===== config.mk =====
export PLATFORM = sky130hd
export DESIGN_NAME = pipelined_prefix_adder
export DESIGN_NICKNAME = d
export VERILOG_FILES = /design/src/rtl/pipelined_prefix_adder.sv
export SDC_FILE = /design/constraint.sdc
export NUM_CORES = 1
export LEC_CHECK = 0
export ABC_AREA = 1
export CORE_MARGIN = 2
export CORE_UTILIZATION = 54
export DETAILED_ROUTE_END_ITERATION = 10
export GPL_ROUTABILITY_DRIVEN = 0
export PLACE_DENSITY = 0.75
export REMOVE_ABC_BUFFERS = 1
export SLEW_MARGIN = 20
export SYNTH_ARGS = -nofsm -noshare
export SYNTH_HDL_FRONTEND = slang
export SYNTH_SLANG_ARGS = --single-unit
export TNS_END_PERCENT = 10

===== constraint.sdc =====
create_clock -name clk -period 2.12 [get_ports clk]
set_input_delay 0.424 -clock clk [delete_from_list [all_inputs] [get_ports clk]]
set_output_delay 0.424 -clock clk [all_outputs]
set_load 0.05 [all_outputs]

===== src/rtl/pipelined_prefix_adder.sv =====
// Fully pipelined Kogge-Stone adder/subtractor on KPG combine cells, one register per prefix level.
// Define PPA_STATUS_FLAGS_EN to build the registered ovf/zero status flags; otherwise both read 0.
module pipelined_prefix_adder #(
  parameter int WIDTH = 16
) (
  input  logic             clk,
  input  logic             rst_n,
  input  logic             in_valid,
  output logic             in_ready,
  input  logic [WIDTH-1:0] a,
  input  logic [WIDTH-1:0] b,
  input  logic             cin,
  input  logic             sub,
  output logic             out_valid,
  input  logic             out_ready,
  output logic [WIDTH-1:0] sum,
  output logic             cout,
  output logic             ovf,
  output logic             zero
);

  // Prefix levels over WIDTH+1 positions; position 0 carries the effective carry-in.
  localparam int LEVELS = $clog2(WIDTH + 1);

  localparam logic [1:0] KPG_K = 2'b00;
  localparam logic [1:0] KPG_P = 2'b01;
  localparam logic [1:0] KPG_G = 2'b11;

  typedef logic [WIDTH:0][1:0] kpg_vec_t;

  function automatic logic [1:0] kpg_combine(input logic [1:0] hi, input logic [1:0] lo);
    return (hi != KPG_P) ? hi : lo;
  endfunction

  logic             adv;
  logic             accept;
  logic [LEVELS:0]  vld_q;
  logic [WIDTH-1:0] a_q   [LEVELS+1];
  logic [WIDTH-1:0] bx_q  [LEVELS+1];
  kpg_vec_t         kpg_q [LEVELS+1];
  kpg_vec_t         kpg_d [LEVELS+1];
  logic [WIDTH-1:0] bx_d;
  logic [WIDTH-1:0] carry;
  logic [WIDTH-1:0] sum_d;
  logic             cout_d;
  logic             out_valid_q;
  logic [WIDTH-1:0] sum_q;
  logic             cout_q;

  // Every stage moves together: the whole pipe stalls only when a result is stuck at the output.
  assign adv      = !out_valid_q || out_ready;
  assign in_ready = adv;
  assign accept   = in_valid && adv;

  // NOTE: every combinational output is fully assigned before any conditional or
  // per-bit update, so no path leaves a value unassigned and no latch is inferred.
  always_comb begin
    bx_d        = sub ? ~b : b;
    kpg_d[0]    = '0;
    kpg_d[0][0] = (sub || cin) ? KPG_G : KPG_K;
    for (int i = 0; i < WIDTH; i++) begin
      kpg_d[0][i+1] = {a[i] & bx_d[i], a[i] | bx_d[i]};
    end
    for (int s = 1; s <= LEVELS; s++) begin
      kpg_d[s] = kpg_q[s-1];
      for (int i = 1 << (s - 1); i <= WIDTH; i++) begin
        kpg_d[s][i] = kpg_combine(kpg_q[s-1][i], kpg_q[s-1][i - (1 << (s - 1))]);
      end
    end
  end

  // NOTE: datapath pipeline registers carry no reset; vld_q alone says whether a
  // stage holds a live beat, so stale contents after reset are never observed.
  always_ff @(posedge clk) begin
    if (adv) begin
      if (accept) begin
        a_q[0]   <= a;
        bx_q[0]  <= bx_d;
        kpg_q[0] <= kpg_d[0];
      end
      for (int s = 1; s <= LEVELS; s++) begin
        if (vld_q[s-1]) begin
          a_q[s]   <= a_q[s-1];
          bx_q[s]  <= bx_q[s-1];
          kpg_q[s] <= kpg_d[s];
        end
      end
    end
  end

  // NOTE: sequential state uses non-blocking assignments so all stages sample
  // their predecessors' pre-edge values and shift as one.
  always_ff @(posedge clk or negedge rst_n) begin
    if (!rst_n) begin
      vld_q <= '0;
    end else if (adv) begin
      vld_q <= {vld_q[LEVELS-1:0], accept};
    end
  end

  // After the last level every position is resolved to K or G; bit 1 is the carry.
  always_comb begin
    carry = '0;
    for (int i = 0; i < WIDTH; i++) begin
      carry[i] = kpg_q[LEVELS][i][1];
    end
    sum_d  = a_q[LEVELS] ^ bx_q[LEVELS] ^ carry;
    cout_d = kpg_q[LEVELS][WIDTH][1];
  end

  always_ff @(posedge clk or negedge rst_n) begin
    if (!rst_n) begin
      out_valid_q <= 1'b0;
      sum_q       <= '0;
      cout_q      <= 1'b0;
    end else if (adv) begin
      out_valid_q <= vld_q[LEVELS];
      if (vld_q[LEVELS]) begin
        sum_q  <= sum_d;
        cout_q <= cout_d;
      end
    end
  end

  assign out_valid = out_valid_q;
  assign sum       = sum_q;
  assign cout      = cout_q;

`ifdef PPA_STATUS_FLAGS_EN
  logic ovf_d;
  logic zero_d;
  logic ovf_q;
  logic zero_q;

  // Signed overflow: operands agree in sign but the result does not.
  always_comb begin
    ovf_d  = (a_q[LEVELS][WIDTH-1] == bx_q[LEVELS][WIDTH-1]) &&
             (sum_d[WIDTH-1] != a_q[LEVELS][WIDTH-1]);
    zero_d = (sum_d == '0);
  end

  always_ff @(posedge clk or negedge rst_n) begin
    if (!rst_n) begin
      ovf_q  <= 1'b0;
      zero_q <= 1'b0;
    end else if (adv && vld_q[LEVELS]) begin
      ovf_q  <= ovf_d;
      zero_q <= zero_d;
    end
  end

  assign ovf  = ovf_q;
  assign zero = zero_q;
`else
  assign ovf  = 1'b0;
  assign zero = 1'b0;
`endif

endmodule


* Word level (Yosys, flattened, before mapping)
Memories as Yosys holds them, arrays and structs flattened.
Cells that the tools add are included.
** Cells by class
- Equal/unequal tests :: 54
- Reduce and logical (&&, ||, !) cells :: 5
- Bitwise operators :: 35
- Multiplexer cells :: 74
** Operators with widths (number)
- 2-bit two-way mux :: 55
- 2-bit by 1-bit != test with 1-bit output, second input constant :: 54
- 16-bit XOR :: 2
- 1-bit two-way mux :: 18
- 1-bit AND :: 16
- 16-bit two-way mux :: 1
- 16-bit NOT :: 1
- 1-bit bitwise OR :: 16
- 1-bit logical OR :: 2
- 2-bit AND reduction :: 1
- 1-bit logical AND :: 1
- 1-bit logical NOT :: 1
** Word-level totals
- Bits in registers :: 24
- Output and inout port bits :: 21
- Bits in writable memories :: 396
- Memories kept :: 3
** Memories
- kpg_q :: depth 6, width 34, rd ports 6, clocked after Yosys merged registers in 0, wr ports 6, line 40 : kpg_vec_t kpg_q [LEVELS+1];
- a_q :: depth 6, width 16, rd ports 6, clocked after Yosys merged registers in 0, wr ports 6, line 38 : logic [WIDTH-1:0] a_q [LEVELS+1];
- bx_q :: depth 6, width 16, rd ports 6, clocked after Yosys merged registers in 0, wr ports 6, line 39 : logic [WIDTH-1:0] bx_q [LEVELS+1];

* Logic depth before layout (Yosys ltp)
- Depth in word-level cells :: 6
- Gate-level depth with buffers :: 7
- Depth with buffers taken out :: 6

* Worst setup path before layout
Ideal clock, no wire load.
- Path type :: reg2reg
- Start :: register out_valid_q, in the netlist out_valid
- End :: memory a_q[0][0], enable pin
- Data arrival time :: 2441 ps
- Setup slack :: -740 ps
- Cell stages (with the launch flop) :: 6
- Data required time :: 1701 ps
- Setup time :: 419 ps
- Clock period less this slack :: 2860 ps
- Cells stage by stage :: dfrtp_1 inv_1 nor2_4 inv_2 nand2_1 inv_1
** RTL lines
- start: declaration :: line 46 : logic out_valid_q;
- start signal: assignment :: line 117 : out_valid_q <= vld_q[LEVELS];
- end: declaration :: line 38

* Worst setup path in the final report
- Start :: register sum_q[0], in the netlist sum[0]
- End :: output port sum[0]
** RTL lines
- start: declaration :: line 47 : logic [WIDTH-1:0] sum_q;
- start signal: assignment :: line 119 : sum_q <= sum_d;
- end: declaration :: line 16 : output logic [WIDTH-1:0] sum,
No word-level cell between the ends.

==> key figures <==
Floorplan
  – DIE AREA: 25900 sq um
  – Initial Util: 54.9%
  – Die Y-Extent: 161 um
  – DIE WIDTH: 161 um
  – Core footprint: 24200 sq um
  – Floorplan row count: 57
  – I/O pin count: 59

Placed design
  – Placed inst area: 14400 sq um
  – DP HPWL: 12.6 mm
  – Placed insts: 1248
  – I/O Buffers: 56
  – Place WS: 71.1 ps

Clock network
  – Clk sinks: 372
  – Num CTS Buffers: 35
  – Post-CTS Hold Buffers: 0
  – Clock buffer depth: 3
  – Clk slew on worst S/H paths: 70 ps
  – Worst-skew pair later-pin latency: 500 ps
  – CTS root buf: clkbuf_16
  – Postcts setup bufs: 0
  – CTS tree: done
  – # H-tree levels: 2
  – Post-CTS sizing: 2

Route
  – Total number of vias: 6276
  – # DRC: 0
  – Number of detailed-route iterations in the first pass: 5
  – Number of DRC markers in iteration 0: 354
  – Routed WL per cell: 14.5 um
  – Drt total wl: 19.0 mm
  – Via density: 4.79
  – ANT nets after route: 0

Setup path
  – Crit path capture type: output port
  – Worst reg2reg path depth: 6
  – Critical path arrival: 1650 ps
  – Critical path buffer and inverter count: 1
  – Startpoint Class: register
  – Crit path required time: 1700 ps
  – Crit Path Category: reg2out
  – Crit path largest cell delay: 800 ps
  – Slowest stage cell, crit path: clkdlybuf4s50_1
  – Critical Path, Cell by Cell: clkdlybuf4s50_1
  – CP delay by family, top: buffers and inverters
  – Max FO, Critical Path: 2
  – Reg2Reg Capture Point: a_q[0][5]
  – Reg2reg start: out_valid
  – Worst R2R Setup Slack: 540 ps

Synthesis
  – Seq/Total Area, Yosys: 83.0%
  – Synth top area cells: edfxtp_1 78%, dfrtp_1 4.5%, inv_1 4.4%
  – Library cells used by synthesis: 22
  – Count leader, synth: edfxtp_1
  – Synth cell count leaders: 348 x edfxtp_1, 155 x inv_1, 148 x nand2_1
  – Ys async rst share: 6.45%
  – Post-synth EDFFs: 348
  – FF+latch count, synth: 372
  – Post-synth top flop: edfxtp_1
  – Area leader, netlist: edfxtp_1
  – Synth Area per Inst: 15.5 sq um
  – Top cell type's share of synthesized area: 78.5%
  – Mapped cell area: 13300 sq um
  – Synth warnings: 0
  – Number of standard cells after synthesis: 860

Finish
  – Diodes inserted: 0
  – P&R area growth vs syn: 17.2%
  – Post-route insts no fill: 1310
  – Nets@finish: 999
  – Cell area after layout: 15600 sq um
  – Register area: 11100 sq um
  – Area of the multi-input gates: 1600 sq um
  – Fillers: 1651
  – Post-Route Utilization: 64.4%
  – Fraction of layout cells with a size suffix above 1: 8.52%

Power and ir drop
  – Sequential Power Share: 54.1%
  – Static Leakage: 6.17 nW
  – Max IR drop VDD: 0.000660 V
  – Net Switching: 5.87 mW
  – Switching share of power: 27.1%
  – Internal power: 15.8 mW
  – Clock power share: 28.3%
  – Post-route total power: 21.7 mW
  – Pwr per Cell Area: 1390 nW/um^2
  – Gate power share: 17.6%

Timing
  – RSZ-0062 raised after global routing: false
  – Worst slew pin tran: 507 ps
  – Final WS setup: 49.8 ps
  – Hold Worst Slack: 297 ps
  – Slew headroom: 66.2%
  – Sum of negative setup slack: 0 ps
  – Tmin final: 2070 ps
  – Fin Clk Skew: 10.6 ps
  – Period utilisation layout: 97.7%
  – Final setup fails: 0
  – Max frequency: 0.483 GHz
  – Final Hold Viols: 0
  – Max Slew Vio Count: 0

Min path
  – HP Class: in2async

Global routing
  – Total gr overflow: 0
  – First-pass GRT wire length: 31.6 mm
  – Number of global-route vias before repair: 6501
  – Total track usage: 15.5%
  – Initial antenna violation count: 0
  – Pin count of the biggest net entering global routing: 51

Status
  – Status: finished, final reports clean

Flow run
  – MaxCap Viol Count: 0
-- cells in the final DEF, fill, tap and decap left out, drive strengths merged, types with 14 or more instances in the layout --
cell type / n
a21oi: 30
buf: 14
clkbuf: 40
clkdlybuf4s50: 45
clkinv: 18
dfrtp: 24
edfxtp: 348
inv: 155
nand2: 148
nand3: 32
nand3b: 16
nor2: 34
o21ai: 38
xnor2: 16
-- registers in the layout, indices dropped and copies added (netlist names) --
signal / cells
a_q: 96
vld_q: 6
sum: 16
cout: 1
out_valid: 1
bx_q: 96
kpg_q: 156
-- layer usage --
metal,wire length (um),vias up,track usage (%)
li1,-,3136,-
met2,9420,149,25.9
met3,905,46,2.95
met5,0,-,0
met4,510,0,6.13
met1,8110,2945,20.3
-- cell families (layout without fill, tap and decap cells) --
kind of cell | Yosys count | count (layout) | synth area share [%]
other | 1 | 2 | 0.0282
xor gates and xnor gates | 16 | 16 | 1.45
buffers and inverters | 163 | 288 | 5.04
AOI/OAI and AO/OA | 77 | 77 | 3.06
DFF | 372 | 372 | 83.0
and+or+nand+nor | 231 | 231 | 7.46
-- area by class of cell --
cell class / instances / share of cell area (%)
tap: 324 / 2.60
clock inverter: 22 / 1.39
clock buffer: 40 / 6.00
inverter: 157 / 3.81
sequential: 372 / 70.8
multi-input combinational: 326 / 10.3
timing repair buffer: 69 / 5.19
-- power groups by stage --
stage                     combinational (mW)  sequential (mW)  clock, mW
final                                   3.82             11.7       6.13
after global routing                    4.23             12.0       6.53
after CTS                               3.87             11.8       6.28
after detailed placement                3.84             11.9          0
after global placement                  3.71             11.8          0
after floorplan                         1.90             12.2          0
-- how the worst max path moves through the flow --
stage,start,endpoint,cells past startpoint
after global placement,out_ready,a_q[4][0],6
after detailed placement,out_ready,a_q[0][5],6
after CTS,sum[10],sum[10],1
after global routing,sum[12],sum[12],1
final,sum[0],sum[0],1
after floorplan,out_valid,a_q[0][0],5
No activity file was read; power rests on OpenSTA's default activity.
